## src/rtl/rv32i_ctrl_pkg.sv

```systemverilog
// Shared encodings for the rv32i multicycle controller: opcodes, ALU ops,
// FSM state codes and data-path mux selects.
package rv32i_ctrl_pkg;

    localparam logic [6:0] OP_LOAD   = 7'b0000011;
    localparam logic [6:0] OP_STORE  = 7'b0100011;
    localparam logic [6:0] OP_RTYPE  = 7'b0110011;
    localparam logic [6:0] OP_ITYPE  = 7'b0010011;
    localparam logic [6:0] OP_BRANCH = 7'b1100011;
    localparam logic [6:0] OP_JAL    = 7'b1101111;

    localparam logic [2:0] ALU_ADD = 3'b000;
    localparam logic [2:0] ALU_SUB = 3'b001;
    localparam logic [2:0] ALU_AND = 3'b010;
    localparam logic [2:0] ALU_OR  = 3'b011;
    localparam logic [2:0] ALU_EQ  = 3'b100;
    localparam logic [2:0] ALU_SLT = 3'b101;

    localparam logic [3:0] S_FETCH    = 4'd0;
    localparam logic [3:0] S_DECODE   = 4'd1;
    localparam logic [3:0] S_MEMADR   = 4'd2;
    localparam logic [3:0] S_MEMREAD  = 4'd3;
    localparam logic [3:0] S_MEMWB    = 4'd4;
    localparam logic [3:0] S_MEMWRITE = 4'd5;
    localparam logic [3:0] S_EXECR    = 4'd6;
    localparam logic [3:0] S_EXECI    = 4'd7;
    localparam logic [3:0] S_ALUWB    = 4'd8;
    localparam logic [3:0] S_BRANCH   = 4'd9;
    localparam logic [3:0] S_JAL      = 4'd10;

    localparam logic [3:0] RESET_STATE = S_FETCH;

    localparam logic [1:0] SRC_A_PC    = 2'b00;
    localparam logic [1:0] SRC_A_OLDPC = 2'b01;
    localparam logic [1:0] SRC_A_RS1   = 2'b10;

    localparam logic [1:0] SRC_B_RS2  = 2'b00;
    localparam logic [1:0] SRC_B_IMM  = 2'b01;
    localparam logic [1:0] SRC_B_FOUR = 2'b10;

    localparam logic [1:0] RES_ALUOUT  = 2'b00;
    localparam logic [1:0] RES_MEMDATA = 2'b01;
    localparam logic [1:0] RES_ALU     = 2'b10;

    localparam logic [1:0] IMM_I = 2'b00;
    localparam logic [1:0] IMM_S = 2'b01;
    localparam logic [1:0] IMM_B = 2'b10;
    localparam logic [1:0] IMM_J = 2'b11;

    function automatic logic [1:0] imm_for(input logic [6:0] opc);
        case (opc)
            OP_STORE:  imm_for = IMM_S;
            OP_BRANCH: imm_for = IMM_B;
            OP_JAL:    imm_for = IMM_J;
            default:   imm_for = IMM_I;
        endcase
    endfunction

endpackage

```

## src/rtl/alu_decoder.sv

```systemverilog
// Combinational ALU-op decode from (opcode, funct3, funct7_5), flagging
// funct combinations the data path does not implement.
module alu_decoder
    import rv32i_ctrl_pkg::*;
(
    input  logic [6:0] opcode,
    input  logic [2:0] funct3,
    input  logic       funct7_5,
    output logic [2:0] operation,
    output logic       op_illegal
);

    always_comb begin
        operation  = ALU_ADD;
        op_illegal = 1'b0;
        if (opcode == OP_RTYPE || opcode == OP_ITYPE) begin
            case (funct3)
                3'b000:  operation = (opcode == OP_RTYPE && funct7_5) ? ALU_SUB : ALU_ADD;
                3'b111:  operation = ALU_AND;
                3'b110:  operation = ALU_OR;
                3'b010:  operation = ALU_SLT;
                default: op_illegal = 1'b1;
            endcase
        end else if (opcode == OP_BRANCH) begin
            // Only beq/bne are supported by the equality compare.
            operation  = ALU_EQ;
            op_illegal = (funct3[2:1] != 2'b00);
        end
    end

endmodule

```

## src/rtl/multicycle_control.sv

```systemverilog
// Multicycle rv32i control FSM: Moore-decoded data-path controls, with the
// branch PC write resolved combinationally from the ALU compare flag.
module multicycle_control
    import rv32i_ctrl_pkg::*;
(
    input  logic       clk,
    input  logic       rst,
    input  logic [6:0] opcode,
    input  logic [2:0] funct3,
    input  logic       funct7_5,
    input  logic       alu_flag,
    output logic [2:0] operation,
    output logic [1:0] alu_src_a,
    output logic [1:0] alu_src_b,
    output logic [1:0] result_src,
    output logic       adr_src,
    output logic [1:0] imm_src,
    output logic       ir_write,
    output logic       pc_write,
    output logic       reg_write,
    output logic       mem_write,
    output logic       illegal,
    output logic [3:0] state_dbg
);

    logic [3:0] state, next_state, cur;
    logic [2:0] dec_op;
    logic       dec_illegal;
    logic       known_op;

    alu_decoder u_alu_decoder (
        .opcode     (opcode),
        .funct3     (funct3),
        .funct7_5   (funct7_5),
        .operation  (dec_op),
        .op_illegal (dec_illegal)
    );

    always_ff @(posedge clk) begin
        if (rst) state <= RESET_STATE;
        else     state <= next_state;
    end

    // While reset is held the outputs present FETCH, with all strobes masked.
    assign cur       = rst ? RESET_STATE : state;
    assign state_dbg = state;

    always_comb begin
        case (opcode)
            OP_LOAD, OP_STORE, OP_RTYPE, OP_ITYPE, OP_BRANCH, OP_JAL: known_op = 1'b1;
            default: known_op = 1'b0;
        endcase
    end

    always_comb begin
        operation  = ALU_ADD;
        alu_src_a  = SRC_A_PC;
        alu_src_b  = SRC_B_RS2;
        result_src = RES_ALUOUT;
        adr_src    = 1'b0;
        imm_src    = imm_for(opcode);
        ir_write   = 1'b0;
        pc_write   = 1'b0;
        reg_write  = 1'b0;
        mem_write  = 1'b0;
        illegal    = 1'b0;
        next_state = S_FETCH;
        case (cur)
            S_FETCH: begin
                ir_write   = 1'b1;
                alu_src_b  = SRC_B_FOUR;
                result_src = RES_ALU;
                pc_write   = 1'b1;
                next_state = S_DECODE;
            end
            S_DECODE: begin
                alu_src_a = SRC_A_OLDPC;
                alu_src_b = SRC_B_IMM;
                if (!known_op || dec_illegal) begin
                    illegal = 1'b1;
                end else begin
                    case (opcode)
                        OP_LOAD, OP_STORE: next_state = S_MEMADR;
                        OP_RTYPE:          next_state = S_EXECR;
                        OP_ITYPE:          next_state = S_EXECI;
                        OP_BRANCH:         next_state = S_BRANCH;
                        default:           next_state = S_JAL;
                    endcase
                end
            end
            S_MEMADR: begin
                alu_src_a  = SRC_A_RS1;
                alu_src_b  = SRC_B_IMM;
                next_state = (opcode == OP_LOAD) ? S_MEMREAD : S_MEMWRITE;
            end
            S_MEMREAD: begin
                adr_src    = 1'b1;
                next_state = S_MEMWB;
            end
            S_MEMWB: begin
                result_src = RES_MEMDATA;
                reg_write  = 1'b1;
            end
            S_MEMWRITE: begin
                adr_src   = 1'b1;
                mem_write = 1'b1;
            end
            S_EXECR: begin
                alu_src_a  = SRC_A_RS1;
                operation  = dec_op;
                next_state = S_ALUWB;
            end
            S_EXECI: begin
                alu_src_a  = SRC_A_RS1;
                alu_src_b  = SRC_B_IMM;
                operation  = dec_op;
                next_state = S_ALUWB;
            end
            S_ALUWB: begin
                reg_write = 1'b1;
            end
            S_BRANCH: begin
                alu_src_a = SRC_A_RS1;
                operation = ALU_EQ;
                // funct3[0] distinguishes bne from beq.
                pc_write  = alu_flag ^ funct3[0];
            end
            S_JAL: begin
                alu_src_a  = SRC_A_OLDPC;
                alu_src_b  = SRC_B_FOUR;
                pc_write   = 1'b1;
                next_state = S_ALUWB;
            end
            default: next_state = S_FETCH;
        endcase
        if (rst) begin
            ir_write  = 1'b0;
            pc_write  = 1'b0;
            reg_write = 1'b0;
            mem_write = 1'b0;
            illegal   = 1'b0;
        end
    end

endmodule
```

## config.mk

```make
export PLATFORM = sky130hd
export DESIGN_NAME = multicycle_control
export DESIGN_NICKNAME = d
export VERILOG_FILES = /design/src/rtl/rv32i_ctrl_pkg.sv /design/src/rtl/alu_decoder.sv /design/src/rtl/multicycle_control.sv
export SDC_FILE = /design/constraint.sdc
export NUM_CORES = 1
export LEC_CHECK = 0
export CORE_MARGIN = 2
export CORE_UTILIZATION = 43
export DETAILED_ROUTE_END_ITERATION = 10
export HOLD_SLACK_MARGIN = 0.12
export PLACE_DENSITY = 0.89
export SETUP_SLACK_MARGIN = 0.3
export SYNTH_ARGS = -nofsm -noshare
export SYNTH_HDL_FRONTEND = slang
export SYNTH_HIERARCHICAL = 1
export SYNTH_SLANG_ARGS = --single-unit
export TNS_END_PERCENT = 5
```

## constraint.sdc

```tcl
create_clock -name clk -period 4.6 [get_ports clk]
set_clock_uncertainty 0.2 [all_clocks]
set_input_delay 0.92 -clock clk [delete_from_list [all_inputs] [get_ports clk]]
set_output_delay 0.92 -clock clk [all_outputs]
set_load 0.02 [all_outputs]
```

Word level (Yosys, flattened, before mapping)
Index checks and enable logic that the tools add are counted.
Word-level totals
  register bits after elaboration: 4
  bits in latches: 0
  bits in writable memories: 0
  ROM bits: 0
  input port bits: 14
  output and inout bits: 21
  logic and storage cells: 69
  memories kept: 0
Cells by class
  add/sub/neg operators: 0
  $mul: 0
  divide/modulo/power cells: 0
  $lt $le $gt $ge: 0
  eq/ne operators: 19
  shifts and indexed selects: 0
  muxes and demuxes: 30
  bitwise logic cells: 1
  reduce and logical (&&, ||, !) cells: 18
Operator list (number)
  one-hot mux 4 bit (5 select lines): 1
  == test 4 x 3 -> 1 bit, second input constant: 4
  2-to-1 mux 1 bit: 16
  one-hot mux 4 bit (4 select lines): 1
  == test 7 x 6 -> 1 bit, second input constant: 2
  == test 7 bit, second input constant: 2
  == test 4 bit, second input constant: 3
  one-hot mux 2 bit (2 select lines): 3
  one-hot mux 3 bit (4 select lines): 1
  OR reduction 2 bit: 6
  2-to-1 mux 3 bit: 3
  == test 4 x 2 -> 1 bit, second input constant: 2
  2-to-1 mux 4 bit: 2
  OR reduction 4 bit: 2
  == test 7 x 2 -> 1 bit, second input constant: 1
  == test 7 x 5 -> 1 bit, second input constant: 1
  == test 3 bit, second input constant: 2
  one-hot mux 2 bit (3 select lines): 1
  one-hot mux 3 bit (2 select lines): 1
  OR reduction 3 bit: 2
  OR reduction 6 bit: 1
  == test 4 x 1 -> 1 bit, second input constant: 1
  zero test 4 bit: 1
  == test 3 x 2 -> 1 bit, second input constant: 1
  other kinds (7): 8

Logic depth before layout (Yosys ltp)
Gate-level depths: netlist of the first run.
  depth in word-level cells: 8
  gate-level depth with buffers: 7
  depth with buffers taken out: 7

Hierarchy
Netlist of the first run, hierarchy kept.
By module, submodules not included
  multicycle_control: times used 1, cells each 89, area an instance 636.9 um2, seq. area each 80.1 um2
  alu_decoder: times used 1, cells each 17, area an instance 102.6 um2, seq. area each 0.0 um2

Worst setup path after synthesis of the first run
OpenSTA, ideal clock, no wires.
  path kind: input to output
  start point: in rst
  end point: out illegal
  data arrival time: 2.022 ns
  required time: 3.480 ns
  path slack: 1.458 ns
  stages on the path: 4
  path buffers: 2
  path through: buf_6 > or3_4 > buf_6 > nor3_1
On the way
  cells in the longest elaborated chain, start to end: 4
Ends and longest elaborated chain
  from (decl): RTL line multicycle_control.sv:7  | input logic rst,
  2-to-1 mux 4 bit: RTL line multicycle_control.sv:45  | assign cur = rst ? RESET_STATE : state;
  == test 4 x 1 -> 1 bit: RTL line multicycle_control.sv:68  | case (cur)
  2-to-1 mux 1 bit: RTL line multicycle_control.sv:68
  2-to-1 mux 1 bit *: RTL line multicycle_control.sv:136  | if (rst) begin
  to (decl): RTL line multicycle_control.sv:22  | output logic illegal,
Every way passes the cells marked *; elsewhere a longest branch is shown, timed or not.

Worst setup path after layout of the first run
  start point: in opcode[4]
  end point: out illegal
On the way
  elaborated cells on any way between the ends: 16
  classes of those cells: eq/ne (6); mux (6); reduce/logical (4)
RTL lines
  from (decl): RTL line multicycle_control.sv:8  | input logic [6:0] opcode,
  == test 7 bit, or another cell as far along: RTL line alu_decoder.sv:24  | end else if (opcode == OP_BRANCH) begin
  2-to-1 mux 1 bit / logical OR 1 bit (equally long branches): RTL line alu_decoder.sv:24, alu_decoder.sv:16
  2-to-1 mux 1 bit *: RTL line alu_decoder.sv:16  | if (opcode == OP_RTYPE || opcode == OP_ITYPE) begin
  net dec_illegal: RTL line multicycle_control.sv:28  | logic dec_illegal;
  logical OR 1 bit *: RTL line multicycle_control.sv:79  | if (!known_op || dec_illegal) begin
  2-to-1 mux 1 bit *: RTL line multicycle_control.sv:79
  2-to-1 mux 1 bit *: RTL line multicycle_control.sv:68
  2-to-1 mux 1 bit *: RTL line multicycle_control.sv:136
Mark *: on every way through the listed nets, which the timed path passes. The rest lies on a longest branch.

==> impl_results.md, run 1 <==
* Async S/R FF share, synth at 0%
* Commonest non-fill, non-tap cell in the layout: clkdlybuf4s50_1
* Global route overflow at 0
* CTS Buffer Depth at 2
* Number of DRC markers in iteration 0 at 25
* Routability cong. at approximately 0.77
* Initial cell density of the core at around 47%
* Reg area at around 80 sq um
* Vias after detailed routing at ~910
* Register-to-register setup slack at between 2 and 3 ns
* Yosys top cell by area: dfxtp_1
* Post-synth top flop: dfxtp_1
* Antenna-violating nets left at 0
* Post-synth EDFFs at 0
* Final HPWL DP at around 1500 um
* Antenna Cells at 0
* Area share of the largest cell type after synthesis at around 11%
* Drt drc at 0
* Fin nets at 149
* FF+latch count, synth at 4
* R2r startpoint: state_dbg[1]
* CP Launch Type: input pin
* Post-layout util at about two thirds
* Hold Crit Depth at 1
* TritonCTS Buffers at 3
* Crit-path max FO at 7
* # rows at 14
* FMAX at roughly 240 MHz
* # fillers at 141
* MaxCap Viol Count at 0
* First-pass GRT wire length at ~3200 um
* Port Buffer Count at 34
* Fin. max-slew vios at 0
* Hold buffers post-CTS at 0
* CTS Root Cell: clkbuf_4
* Hold Path Class: register to register
* Yosys cell types at 44
* Tcrit/Tclk final at about 90%
* Worst vdd ir at roughly 0.00014 V
* Avg WL per Cell at around 14 um
* DRT Wirelength at about 2000 um
* Syn_nets at between 100 and 150
* CP arrival at roughly 3.0 ns
* Multi-input logic area at between 500 and 600 sq um
* RR Endpoint: state_dbg[2]
* Slew HR at between 60% and 70%
* Unrepaired setup endpoints after global routing: no
* Skew-Pair Late Insertion Delay at 0.24 ns
* Post-Syn Area at 739 sq um
* Critical path class: input pin to output port
* Initial antenna violation count at 0
* Via density at approximately 6.1
* Syn_area_per_cell at 6.98 sq um
* P_leak at roughly 0.37 nW
* CP Capture Type: output port
* Synth Instances at 106
* Worst EP required at between 3 and 4 ns
* Worst slew pin tran at 0.547 ns
* Clk pin slew, worst setup/hold paths at 0.04 ns
* Chip height at about 45 um
* CTS tree: done
* Die Area at ~2100 sq um
* Setup-failing EPs final at 0
* Most frequent cells in the layout: clkdlybuf4s50_1 (33), nor3_1 (9), nor2_1 (8)
* Tot GR Track Use at between 20% and 30%
* Synth top area cells: dfxtp_1 (11%), nor3_1 (6.1%), buf_6 (6.1%), a21oi_1 (4.7%), nand3b_1 (4.1%)
* Fraction of layout cells with a size suffix above 1 at 9.02%
* Final hold violations at 0
* Vias in the first global route at ~780
* R2r worst-path depth at 4
* Die Width at ~45 um
* Tmin final at 4.14 ns
* Initial DRT Pass Iterations at 4
* Syn-to-layout area delta at 42.5%
* Yosys warnings at 6
* Setup TNS at 0 ns
* Sequential share of the synthesized area at 10.8%
* Core area at around 1600 sq um
* Ports at 35
* Worst hold start: state_dbg[0]
* Largest net degree at the start of global routing at 19
* Max FFs per register at 4
* Status: complete, no violations
* Clk sinks at 4
* Pwr per Cell Area at about 130 nW/um^2
* Post-CTS setup buffer count at 0
* Hold EP: state_dbg[0]
* Maximum level of the CTS H-tree at 1
* Power after layout at between 0.0001 and 0.00015 W
cells in the mapped netlist (all sizes together), types with 2 or more instances:
library cell	instances
buf	7
inv	4
nor3	11
nand3	5
clkbuf	3
nand2	7
nand2b	3
nor2	10
and3	4
xor2	2
dfxtp	4
a21oi	7
nor2b	5
o21ai	4
o41ai	2
nand3b	4
a31oi	2
nor3b	2
repair_timing:
action / in CTS / in global routing
endpoints found under the setup margin: 0 / 1
resized for setup: 0 / 1
endpoints found under the hold margin: 0 / 0
power by group:
| group | internal [W] | total (W) | leakage [nW] | switching, W |
|---|---|---|---|---|
| sequential | 0.0000357 | 0.0000390 | 0.0326 | 0.00000332 |
| clock | 0.0000292 | 0.0000440 | 0.0138 | 0.0000148 |
| combinational | 0.0000280 | 0.0000585 | 0.327 | 0.0000305 |
routing by layer:
metal / GRT usage (%) / part of all wire, % / up-vias
met3: 4.76 / 6.9 / 2
met1: 26.2 / 44 / 417
met4: 5.88 / 0.35 / 0
met2: 34.6 / 49 / 41
li1: - / - / 447
met5: 0 / 0 / -
critical path: stages:
cell and delay [ns]:
clkdlybuf4s50_1 0.58, nor2b_4 0.21, nand3b_1 0.09, a21oi_1 0.14
nand3b_1 0.19, a221oi_2 0.08, nor3_1 0.18, clkdlybuf4s50_1 0.63
layout make-up:
class,instances,share of cell area (%)
multi-input cells,88,54.4
flip-flops and latches,4,7.60
well taps,16,1.90
clock buffers,3,2.14
repair buffers,34,32.5
inverters,4,1.43
how the worst max path moves through the flow:
| stage | from | slack, ns | cells after the start | end |
|---|---|---|---|---|
| floorplan | rst | 1.46 | 4 | illegal |
| global placement | opcode[6] | 0.51 | 8 | illegal |
| detailed placement | opcode[6] | 0.45 | 7 | illegal |
| CTS | opcode[6] | 0.42 | 7 | illegal |
| global route | opcode[4] | 0.40 | 8 | illegal |
| finish | opcode[4] | 0.46 | 8 | illegal |
cell families after synthesis:
| logic type | synth area share (%) |
|---|---|
| compound gates | 27.2 |
| simple gates | 46.7 |
| flops | 10.8 |
| xor+xnor | 3.55 |
| buf+inv | 11.7 |
per-stage QoR:
stage | cells | hold slack (ns) | cell area [sq um] | worst slack (ns)
after floorplan | 106 | 0.592 | 739 | 1.46
after global placement | 146 | 0.508 | 1030 | 0.511
after detailed placement | 146 | 0.522 | 1030 | 0.454
after CTS | 149 | 0.529 | 1050 | 0.419
after global routing | 149 | 0.587 | 1050 | 0.397
final | 149 | 0.533 | 1050 | 0.458
Power figures use the tool's default switching activity.
==> inputs of run 2 (changes only) <==
clock period = 4.85 ns   (was 4.6 ns; I/O delays follow)
==> run 2 against run 1 <==
  * Sequential share of layout area barely moved
  * Routed wire length hardly changed
  * Non-clock buffer count stayed put
  * Worst hold slack improved by 0.0026 ns
  * Final cell count unchanged
  * Sequential cell count is the same
  * Clock-buffer cell count did not move
==> impl_results.md, run 2 (synthesis results as in run 1) <==
* Status: complete, no violations
* Tcrit/Tclk final at about nine tenths
* Crit-path slowest cell: clkdlybuf4s50_1
* Antenna Cells at 0 (unchanged)
* Routability cong. at 0.768 (unchanged)
* # rows at 14 (unchanged)
* Cell family with the largest share of critical-path delay: buffers and inverters
* Chip height at 45.5 um (unchanged)
* Syn-to-layout area delta at 42.1%
* Hold Path Class: register to register
* Fin nets at 149 (unchanged)
* Final hold violations at 0 (unchanged)
* Crit-path max FO at 11 (+4)
* Tot GR Track Use at 20.7% (unchanged)
* Clk sinks at 4 (unchanged)
* Initial DRT Pass Iterations at 5 (+1)
* Pwr per Cell Area at 128 nW/um^2 (-4.8%)
* Unrepaired setup endpoints after global routing: no
* CP Buf/Inv Count at 2 (unchanged)
* Post-CTS setup buffer count at 0 (unchanged)
* Critical path, cell by cell: clkdlybuf4s50_1 > o2111ai_1 > a21oi_1 > nand3b_1 > a221oi_2 > nor3_1 > clkdlybuf4s50_1
* Antenna-violating nets left at 0 (unchanged)
* Worst slew pin tran at 0.546 ns (-0.00108 ns)
* Hold Crit Depth at 1 (unchanged)
* Fraction of layout cells with a size suffix above 1 at 9.02% (unchanged)
* Initial cell density of the core at 47.4% (unchanged)
* Setup TNS at 0 ns (unchanged)
* CTS Root Cell: clkbuf_4
* Avg WL per Cell at 13.5 um (about the same)
* Tmin final at between 4 and 5 ns
* Port Buffer Count at 34 (unchanged)
* Setup crit end: illegal
* Hold_ws at 0.536 ns (+0.00261 ns)
* R2r worst-path depth at 4 (unchanged)
* CP Launch Type: input pin
* Core area at 1560 sq um (unchanged)
* CTS Buffer Depth at 2 (unchanged)
* CTS tree: done
* Slew HR at 63.5% (+0.072 points)
* Global route overflow at 0 (unchanged)
* CP Capture Type: output port
* Largest net degree at the start of global routing at 19 (unchanged)
* Die Area at 2070 sq um (unchanged)
* CP most frequent cell: clkdlybuf4s50_1
* Critical path class: input pin to output port
* Drt drc at 0 (unchanged)
* CP arrival at 3.15 ns (+0.13 ns)
* Final HPWL DP at 1510 um (unchanged)
* Power after layout at 0.000134 W (-5.0%)
* Max incr delay on CP at 0.74 ns (+0.11 ns)
* Crit path from: opcode[6]
* Die Width at 45.5 um (unchanged)
* RR Endpoint: state_dbg[2]
* R2r startpoint: state_dbg[1]
* FMAX at around 230 MHz
* Register-to-register setup slack at 2.93 ns (+0.25 ns)
* Vias after detailed routing at 910 (+0.33%)
* First-pass GRT wire length at 3250 um (unchanged)
* Resize count post-CTS at 0 (unchanged)
* Maximum level of the CTS H-tree at 1 (unchanged)
* Most frequent cells in the layout: clkdlybuf4s50_1 (34), nor3_1 (9), nor2_1 (8)
* Vias in the first global route at 775 (unchanged)
* Number of DRC markers in iteration 0 at 31 (+24%)
* Max FFs per register at 4 (unchanged)
* Commonest non-fill, non-tap cell in the layout: clkdlybuf4s50_1
* TritonCTS Buffers at 3 (unchanged)
* Initial antenna violation count at 0 (unchanged)
* P_leak at 0.364 nW (-2.5%)
* Fin. max-slew vios at 0 (unchanged)
* Worst vdd ir at 0.000133 V (-5.1%)
* Critical Path Stages at 7 (-1)
* Hold buffers post-CTS at 0 (unchanged)
* Setup-failing EPs final at 0 (unchanged)
* Worst EP required at 3.68 ns (+0.20 ns)
* DRT Wirelength at 2020 um (about the same)
* Ports at 35 (unchanged)
* MaxCap Viol Count at 0 (unchanged)
* Via density at 6.11 (+0.33%)
* Skew-Pair Late Insertion Delay at 0.24 ns (about the same)
* Clk pin slew, worst setup/hold paths at 0.04 ns (about the same)
==> run 2: cell count changes in the layout (fill, tap and decap cells not counted), sizes merged <==
| cell | delta |
|---|---|
| clkdlybuf4s50 | +1 |
| dlymetal6s2s | -1 |
==> run 2: area by class of cell <==
type	count	area (sq um)
sequential	4	80.1
fill	142	508
timing repair buffer	34	340
tap	16	20.0
inverter	4	15.0
clock buffer	3	22.5
multi-input combinational	88	573
==> run 2: per-stage QoR <==
step / worst slack, ns / cell area, sq um / util [%] / instances
6_report: 0.526 / 1050 / 67.4 / 149
4_1_cts: 0.569 / 1050 / 67.4 / 149
3_5_place_dp: 0.604 / 1030 / 66.0 / 146
5_1_grt: 0.427 / 1050 / 67.4 / 149
2_1_floorplan: 1.61 / 739 / - / 106
3_3_place_gp: 0.661 / 1030 / 66.0 / 146
==> run 2: worst reg2reg max path: stages, from the launching register on <==
cell      delay, ns
dfxtp_1        0.65
nor2b_1        0.37
nor3b_1        0.29
a21boi_0       0.21
o22a_1         0.14
==> run 2: layer usage <==
layer  global-route usage [%]  wire, um
met5                        0         0
met3                     4.76       145
met2                     34.6       976
met1                     26.2       891
met4                     5.88         6
==> run 2: how the worst min path moves through the flow <==
| stage | from | to | slack [ns] |
|---|---|---|---|
| 4_1_cts | state_dbg[0] | state_dbg[0] | 0.53 |
| 3_3_place_gp | state_dbg[0] | state_dbg[0] | 0.51 |
| 3_5_place_dp | state_dbg[0] | state_dbg[0] | 0.52 |
| 5_1_grt | state_dbg[1] | state_dbg[3] | 0.59 |
| 6_report | state_dbg[0] | state_dbg[0] | 0.54 |
| 2_1_floorplan | state_dbg[0] | state_dbg[1] | 0.59 |
==> run 2: report_power, final <==
part | leakage (nW) | total, W | internal, W | switching, W
clock | 0.0138 | 0.0000417 | 0.0000277 | 0.0000140
combinational | 0.317 | 0.0000557 | 0.0000266 | 0.0000290
sequential | 0.0326 | 0.0000370 | 0.0000338 | 0.00000318
